<file path="src/rtl/uphw_mult_sequencer_if.sv">
// rtl/uphw_mult_sequencer_if.sv - handshake and control bundle between sequencer and datapath
interface uphw_mult_sequencer_if;
  logic       start;
  logic       in_valid;
  logic       q_nz;
  logic       in_ack;
  logic [6:0] Control;
  logic       busy;
  logic       done;
  logic       err;

  // Driver side: issues start/operands and reports the datapath Z flag.
  modport master (
    output start,
    output in_valid,
    output q_nz,
    input  in_ack,
    input  Control,
    input  busy,
    input  done,
    input  err
  );

  // Sequencer side.
  modport slave (
    input  start,
    input  in_valid,
    input  q_nz,
    output in_ack,
    output Control,
    output busy,
    output done,
    output err
  );
endinterface

</file>
<file path="src/rtl/uphw_mult_sequencer.sv">
// rtl/uphw_mult_sequencer.sv - control sequencer computing R = M*Q mod 16 by repeated addition
module uphw_mult_sequencer #(
  parameter int MAX_ITER = 15,
  parameter int OUT_HOLD = 1
) (
  input  logic                 clk,
  input  logic                 rst_n,
  uphw_mult_sequencer_if.slave bus
);

  localparam int IW = (MAX_ITER < 1) ? 1 : $clog2(MAX_ITER + 1);
  localparam int HW = (OUT_HOLD < 2) ? 1 : $clog2(OUT_HOLD);

  localparam logic [IW-1:0] ITER_LIMIT = IW'(MAX_ITER);
  localparam logic [HW-1:0] HOLD_LAST  = HW'(OUT_HOLD - 1);

  // Control word bit groups; exactly one group is driven per state.
  localparam logic [6:0] CTL_NONE   = 7'h00;
  localparam logic [6:0] CTL_OUT_EN = 7'h01;
  localparam logic [6:0] CTL_M_LOAD = 7'h02;
  localparam logic [6:0] CTL_R_CLR  = 7'h04;
  localparam logic [6:0] CTL_ADD    = 7'h18;
  localparam logic [6:0] CTL_R_LOAD = 7'h20;
  localparam logic [6:0] CTL_Q_LOAD = 7'h40;

  typedef enum logic [3:0] {
    S_IDLE,
    S_LOAD_M,
    S_LOAD_Q,
    S_CLR_R,
    S_CHECK,
    S_ADD_DEC,
    S_WRITE_R,
    S_OUT,
    S_DONE
  } state_t;

  state_t        state;
  state_t        state_nxt;
  logic [IW-1:0] iter;
  logic [HW-1:0] hold;
  logic          err_q;
  logic          err_set;
  logic          err_clr;
  logic [6:0]    ctl_raw;
  logic          ack_raw;
  logic          busy_raw;
  logic          done_raw;

  // State register plus the pass counter, OUT hold counter and sticky watchdog flag.
  always_ff @(posedge clk) begin
    if (!rst_n) begin
      state <= S_IDLE;
      iter  <= '0;
      hold  <= '0;
      err_q <= 1'b0;
    end else begin
      state <= state_nxt;

      if (state == S_CLR_R) begin
        iter <= '0;
      end else if (state == S_ADD_DEC) begin
        iter <= iter + IW'(1);
      end

      if (state == S_OUT && hold != HOLD_LAST) begin
        hold <= hold + HW'(1);
      end else begin
        hold <= '0;
      end

      if (err_clr) begin
        err_q <= 1'b0;
      end else if (err_set) begin
        err_q <= 1'b1;
      end
    end
  end

  // Next-state and Moore control decode; only the LOAD states look at in_valid.
  always_comb begin
    state_nxt = state;
    ctl_raw   = CTL_NONE;
    ack_raw   = 1'b0;
    busy_raw  = 1'b1;
    done_raw  = 1'b0;
    err_set   = 1'b0;
    err_clr   = 1'b0;

    unique case (state)
      S_IDLE: begin
        busy_raw = 1'b0;
        if (bus.start) begin
          state_nxt = S_LOAD_M;
          err_clr   = 1'b1;
        end
      end

      S_LOAD_M: begin
        if (bus.in_valid) begin
          ctl_raw   = CTL_M_LOAD;
          ack_raw   = 1'b1;
          state_nxt = S_LOAD_Q;
        end
      end

      S_LOAD_Q: begin
        if (bus.in_valid) begin
          ctl_raw   = CTL_Q_LOAD;
          ack_raw   = 1'b1;
          state_nxt = S_CLR_R;
        end
      end

      S_CLR_R: begin
        ctl_raw   = CTL_R_CLR;
        state_nxt = S_CHECK;
      end

      // q_nz here already reflects the decrement from the previous ADD_DEC edge.
      S_CHECK: begin
        if (!bus.q_nz) begin
          state_nxt = S_OUT;
        end else if (iter == ITER_LIMIT) begin
          state_nxt = S_DONE;
          err_set   = 1'b1;
        end else begin
          state_nxt = S_ADD_DEC;
        end
      end

      // ALU registers M+R while Q decrements on the same edge.
      S_ADD_DEC: begin
        ctl_raw   = CTL_ADD;
        state_nxt = S_WRITE_R;
      end

      // The ALU result registered last edge, so R can take it now.
      S_WRITE_R: begin
        ctl_raw   = CTL_R_LOAD;
        state_nxt = S_CHECK;
      end

      S_OUT: begin
        ctl_raw = CTL_OUT_EN;
        if (hold == HOLD_LAST) begin
          state_nxt = S_DONE;
        end
      end

      S_DONE: begin
        done_raw  = 1'b1;
        state_nxt = S_IDLE;
      end

      default: begin
        state_nxt = S_IDLE;
      end
    endcase
  end

  // While reset is held nothing reaches the datapath, even before the first edge.
  assign bus.Control = rst_n ? ctl_raw  : CTL_NONE;
  assign bus.in_ack  = rst_n & ack_raw;
  assign bus.busy    = rst_n & busy_raw;
  assign bus.done    = rst_n & done_raw;
  assign bus.err     = err_q;

endmodule

</file>
<file path="src/flat_wrapper.sv">
// flat-port wrapper written by rule: the top's interface ports become plain ports
module uphw_mult_sequencer_flat 
#(
  parameter int MAX_ITER = 15,
  parameter int OUT_HOLD = 1
)
  (clk, rst_n, bus_start, bus_in_valid, bus_q_nz, bus_in_ack, bus_Control, bus_busy, bus_done, bus_err);
  uphw_mult_sequencer_if bus_i ();
  input  logic clk;
  input  logic rst_n;
  input wire logic [$bits(bus_i.start)-1:0] bus_start;
  input wire logic [$bits(bus_i.in_valid)-1:0] bus_in_valid;
  input wire logic [$bits(bus_i.q_nz)-1:0] bus_q_nz;
  output wire logic [$bits(bus_i.in_ack)-1:0] bus_in_ack;
  output wire logic [$bits(bus_i.Control)-1:0] bus_Control;
  output wire logic [$bits(bus_i.busy)-1:0] bus_busy;
  output wire logic [$bits(bus_i.done)-1:0] bus_done;
  output wire logic [$bits(bus_i.err)-1:0] bus_err;
  assign bus_i.start = bus_start;
  assign bus_i.in_valid = bus_in_valid;
  assign bus_i.q_nz = bus_q_nz;
  assign bus_in_ack = bus_i.in_ack;
  assign bus_Control = bus_i.Control;
  assign bus_busy = bus_i.busy;
  assign bus_done = bus_i.done;
  assign bus_err = bus_i.err;
  uphw_mult_sequencer #(.MAX_ITER(MAX_ITER), .OUT_HOLD(OUT_HOLD)) u_core (.clk(clk), .rst_n(rst_n), .bus(bus_i));
endmodule
</file>
<file path="config.mk">
export PLATFORM = sky130hd
export DESIGN_NAME = uphw_mult_sequencer_flat
export DESIGN_NICKNAME = d
export VERILOG_FILES = /design/src/rtl/uphw_mult_sequencer_if.sv /design/src/rtl/uphw_mult_sequencer.sv /design/src/flat_wrapper.sv
export SDC_FILE = /design/constraint.sdc
export NUM_CORES = 1
export LEC_CHECK = 0
export BUFFER_PORTS_ARGS = -buffer_cell sky130_fd_sc_hd__buf_2
export CAP_MARGIN = 20
export CORE_AREA = 2 2 40 42
export DETAILED_ROUTE_END_ITERATION = 7
export DIE_AREA = 0 0 42 44
export GPL_TIMING_DRIVEN = 0
export PLACE_DENSITY_LB_ADDON = 0.2
export SLEW_MARGIN = 20
export SYNTH_ARGS = -nofsm -noshare
export SYNTH_HDL_FRONTEND = slang
export SYNTH_SLANG_ARGS = --single-unit
export TNS_END_PERCENT = 30
</file>
<file path="constraint.sdc">
create_clock -name clk -period 1.9 [get_ports clk]
set_clock_uncertainty 0.15 [all_clocks]
set_input_delay 0.285 -clock clk [delete_from_list [all_inputs] [get_ports clk]]
set_output_delay 0.285 -clock clk [all_outputs]
set_load 0.1 [all_outputs]
</file>
==> impl_metrics.ini, run 1 <==
[placed_design]
io_buffers = 15
dp_slack_ns = -0.183
post_dp_cell_area_um2 = 872
hpwl_um = 1340
gp_congestion = 0.794

[timing]
slew_violations = 0
setup-violations-final = 1
hold_viol_final = 0
max_freq_ghz = 0.519
period_share = 1.01
grt_setup_unrepaired = true
tns_ns = -0.0266
finalCriticalPeriod_ns = 1.93
fin_ws_ns = -0.0266

[synthesis]
syn-cell-area_um2 = 677
ys_seq_area_frac = 0.296
synth_edf_count = 0
syn_area_per_cell_um2 = 7.87
synth.net_count = 92
yosysTopAreaCell = dfxtp_1
synth-main-ff-cell = dfxtp_1
synth_top_area_share = 0.296
yosysWarnings = 0
synth_seq_cells = 10
synthCells = 86
async_flop_share = 0
synthDistinctLibCells = 40
synth.area.top_cells = dfxtp_1 (30%), a21oi_1 (4.4%), a31oi_1 (3.7%)

[global_route]
grt_max_degree = 11
first_global_vias = 764
antenna_found_initial = 0
grt_pass1_wl_um = 3460
grt_usage = 0.250
grt_overflow_total = 0

[clock_tree]
cts-buffers-inserted = 3
hold_buffers = 0
htreeDepth = 1
cts_sinks = 10
root_buffer = clkbuf_4
path_clk_slew_ns = 0.07
worstSkewPairLatency_ns = 0.27
cts.path.max_buffers = 2
cts_tree = built

[floorplanning]
die_y_um = 44
rows = 14
ios = 16
die_w_um = 42
start_util = 0.477
coreArea_um2 = 1420
die-area_um2 = 1850

[cells_and_area]
multi_input_area_um2 = 534
nets = 121
seqCellArea_um2 = 208
mostFrequentLayoutCells = buf_4 (11), buf_6 (9), dfxtp_1 (6)
drive_above_1_share = 0.469
design_area_um2 = 1100
final_common_cell = buf_4
diodes = 0
post-route-util = 0.778
area_growth_pct = 63.0
fill_cells = 90

[worst_setup_path]
cp-start-kind = register
crit_fanout = 6
required_ns = 1.46
crit_arrival_ns = 1.49
criticalPathCategory = register to primary output
critPathCaptureType = primary output

[outcome]
outcome = complete, but fails checks
violations = setup timing

[pwr]
clockPowerShare = 0.240
comb_power_share = 0.398
p_sw_uw = 243
vdd_ir_drop_max_v = 0.000500
p_seq_frac = 0.363
internal_power_uw = 389
power_uw = 632
leakage_uw = 0.000409
p_sw_frac = 0.385
power.density_nw_per_um2 = 573

[drt]
drt_pass1_iterations = 4
routed_via_density = 6.33
drt-initial-drc-count = 20
drc_errors = 0
vias = 817
routed_wl_um = 2260
antenna_left = 0
wl_per_cell_um = 17.5

[min_path]
hp-class = input pin to register

[flow_run]
cap_violations = 0
[metal layers]
metal / track usage / up-vias / wire length (um)
met5: 0 / - / 0
met2: 0.416 / 32 / 1140
li1: - / 375 / -
met1: 0.298 / 399 / 924
met3: 0.0500 / 11 / 99
met4: 0.155 / 0 / 90
[kinds of logic after synthesis]
family / after synthesis / share of synthesized area
simple gates: 40 / 0.375
compound gates: 23 / 0.203
flops: 10 / 0.296
xor+xnor: 1 / 0.0129
fa+ha+maj: 1 / 0.0185
mux: 1 / 0.0148
buf+inv: 9 / 0.0739
other cells: 1 / 0.00554
[flip-flops by register name, summed over array words and instances (netlist names)]
name / count
u_core.iter: 4
u_core.state: 4
u_core.bus.err: 1
u_core.hold: 1
[power by group through the flow]
stage | combinational [uW] | clock (uW) | sequential (uW)
floorplan | 171 | 0 | 231
finish | 251 | 152 | 229
CTS | 231 | 153 | 229
detailed placement | 200 | 0 | 234
global route | 266 | 163 | 229
global placement | 199 | 0 | 234
[cell usage after synthesis, drive strengths merged, types with 2 or more instances]
| master | n |
|---|---|
| nand2 | 4 |
| nor3 | 3 |
| a31oi | 4 |
| nand4b | 2 |
| nand2b | 5 |
| and3 | 2 |
| o21a | 2 |
| a21oi | 6 |
| nor4 | 3 |
| nor2 | 5 |
| o21ai | 6 |
| or4 | 2 |
| buf | 6 |
| nand4 | 2 |
| nand3 | 2 |
| inv | 2 |
| nand3b | 2 |
| dfxtp | 10 |
[final timing paths]
path	from	endpoint	slack (ns)	cells past startpoint
worst max-delay path	u_core.state[2]	bus_Control[6]	-0.03	4
worst min-delay path	bus_start	u_core.bus.err	0.17	3
worst max register to register	u_core.iter[0]	u_core.state[2]	0.33	4
worst min register to register	u_core.bus.err	u_core.bus.err	0.31	1
[metrics by stage]
stage	hold WS [ns]	cells
after floorplan	0.308	86
after global placement	0.296	117
after detailed placement	0.304	117
after CTS	0.172	126
after global routing	0.179	129
final	0.166	129
[critical path: stages (launching register included)]
cell	delay (ns)
dfxtp_4	0.36
buf_6	0.13
nand2b_4	0.16
nor4_4	0.31
buf_6	0.26
[layout make-up]
| type | count | share of cell area |
|---|---|---|
| Inverter | 2 | 0.00680 |
| Tap cell | 16 | 0.0181 |
| Sequential cell | 10 | 0.188 |
| Buffer | 6 | 0.0612 |
| Timing Repair Buffer | 25 | 0.221 |
| Clock buffer | 3 | 0.0204 |
| Multi-Input combinational cell | 67 | 0.484 |
[timing repair]
item	4_1_cts	5_1_grt
setup buffers	6	4
resized for setup	38	7
endpoints found under the setup margin	10	9
pin swaps	3	3
(Power assumes the default switching activity.)
==> run 2, diff against run 1 <==
SETUP_SLACK_MARGIN = 0.1   (was default)
TNS_END_PERCENT = default   (was 30)
==> impl_metrics.ini, run 2 (synthesized netlist as in run 1, its figures left out) <==
[outcome]
outcome = complete, no violations

[drt]
wl_per_cell_um = 20.5
drt_pass1_iterations = 4
routed_wl_um = 2800
drc_errors = 0
vias = 900
antenna_left = 0
drt-initial-drc-count = 60
routed_via_density = 6.57

[pwr]
power_uw = 697
power.density_nw_per_um2 = 552
vdd_ir_drop_max_v = 0.000543
leakage_uw = 0.000474

[cells_and_area]
reg_top3 = u_core.iter (4), u_core.state (4)
design_area_um2 = 1260
mostFrequentLayoutCells = buf_4 (15), buf_6 (9), buf_12 (7), dfxtp_1 (6)
fill_cells = 64
area_growth_pct = 86.5
nets = 129
post-route-util = 0.890
drive_above_1_share = 0.537
final_common_cell = buf_4
diodes = 0

[clock_tree]
worstSkewPairLatency_ns = 0.28
cts.path.max_buffers = 2
cts_tree = built
cts_sinks = 10
cts-buffers-inserted = 3
path_clk_slew_ns = 0.08
root_buffer = clkbuf_4
htreeDepth = 1

[global_route]
grt_overflow_total = 0
grt_pass1_wl_um = 4090
grt_usage = 0.304
first_global_vias = 840
antenna_found_initial = 0
grt_max_degree = 11

[timing]
max_freq_ghz = 0.530
finalCriticalPeriod_ns = 1.89
grt_setup_unrepaired = true
whs_ns = 0.162
period_share = 0.994
hold_viol_final = 0
slew_violations = 0
fin_ws_ns = 0.0116
setup-violations-final = 0

[worst_setup_path]
rrSetupSlack_ns = 0.14
required_ns = 1.46
reg2reg_to = u_core.iter[3]
r2r_cells = 6
cp-start-kind = register
criticalPathCategory = register to primary output
crit_fanout = 3
crit_arrival_ns = 1.45
timing.rr.start = u_core.state[3]
critPathCaptureType = primary output

[placed_design]
post_dp_cell_area_um2 = 910
hpwl_um = 1320
gp_congestion = 0.829
io_buffers = 15
dp_slack_ns = -0.125

[min_path]
whs_endpoint = u_core.bus.err
hold_depth = 3
min-delay-start = bus_start
hp-class = input pin to register

[floorplanning]
coreArea_um2 = 1420
die-area_um2 = 1850
die_y_um = 44
ios = 16
die_w_um = 42
start_util = 0.477
rows = 14

[flow_run]
cap_violations = 0
[run 2: cell types whose count changed in the layout (fill, tap and decap cells not counted), moves of 2 or more]
cell and change:
nor2_2 -2, nor2_4 +2, buf_4 +4, buf_12 +3
[run 2: metrics by stage]
stage               setup TNS, ns  instances
finish                          0        137
detailed placement         -0.225        117
floorplan                   -1.03         86
global route              -0.0207        137
global placement           -0.208        117
CTS                        -0.144        133
[run 2: final cells by class]
type	count	area, um2	share of cell area
clock buffer	3	22.5	0.0178
timing repair buffer	33	337	0.267
sequential	10	208	0.165
buffer	6	97.6	0.0773
inverter	2	7.51	0.00595
tap	16	20.0	0.0159
multi-input combinational	67	571	0.452
[run 2: metal layers]
metal  part of all wire  vias up  GRT usage
met5                  0        -          0
met4              0.031        0      0.181
met3              0.056       13     0.0375
li1                   -      395          -
met1               0.39      440      0.368
met2               0.53       52      0.519
[run 2: timing repair]
action                     4_1_cts  5_1_grt
hold buffers                     0        0
pin swaps                        9        6
resized for setup               48        9
setup endpoints to repair       10       12
setup buffers                   13        6
[run 2: power breakdown]
part | total (uW) | internal, uW | switching (uW)
Combinational | 306 | 133 | 173
Sequential | 230 | 218 | 12.0
Clock | 162 | 73.6 | 88.3
[run 2: worst max-delay path by stage]
stage | from | end | slack, ns | cells past startpoint
final | u_core.state[3] | bus_Control[4] | 0.01 | 5
after global routing | u_core.state[3] | bus_Control[4] | -0.01 | 5
after CTS | u_core.state[3] | bus_Control[4] | -0.07 | 6
after detailed placement | u_core.state[2] | bus_done | -0.12 | 4
after global placement | u_core.state[2] | bus_done | -0.12 | 4
after floorplan | u_core.state[1] | bus_in_ack | -0.34 | 4
[run 2: worst max-delay path, stage by stage (launching register included)]
cell and delay, ns:
dfxtp_2 0.34, nand2b_4 0.15, or2_4 0.25, nor2_4 0.15
buf_12 0.12, buf_12 0.16
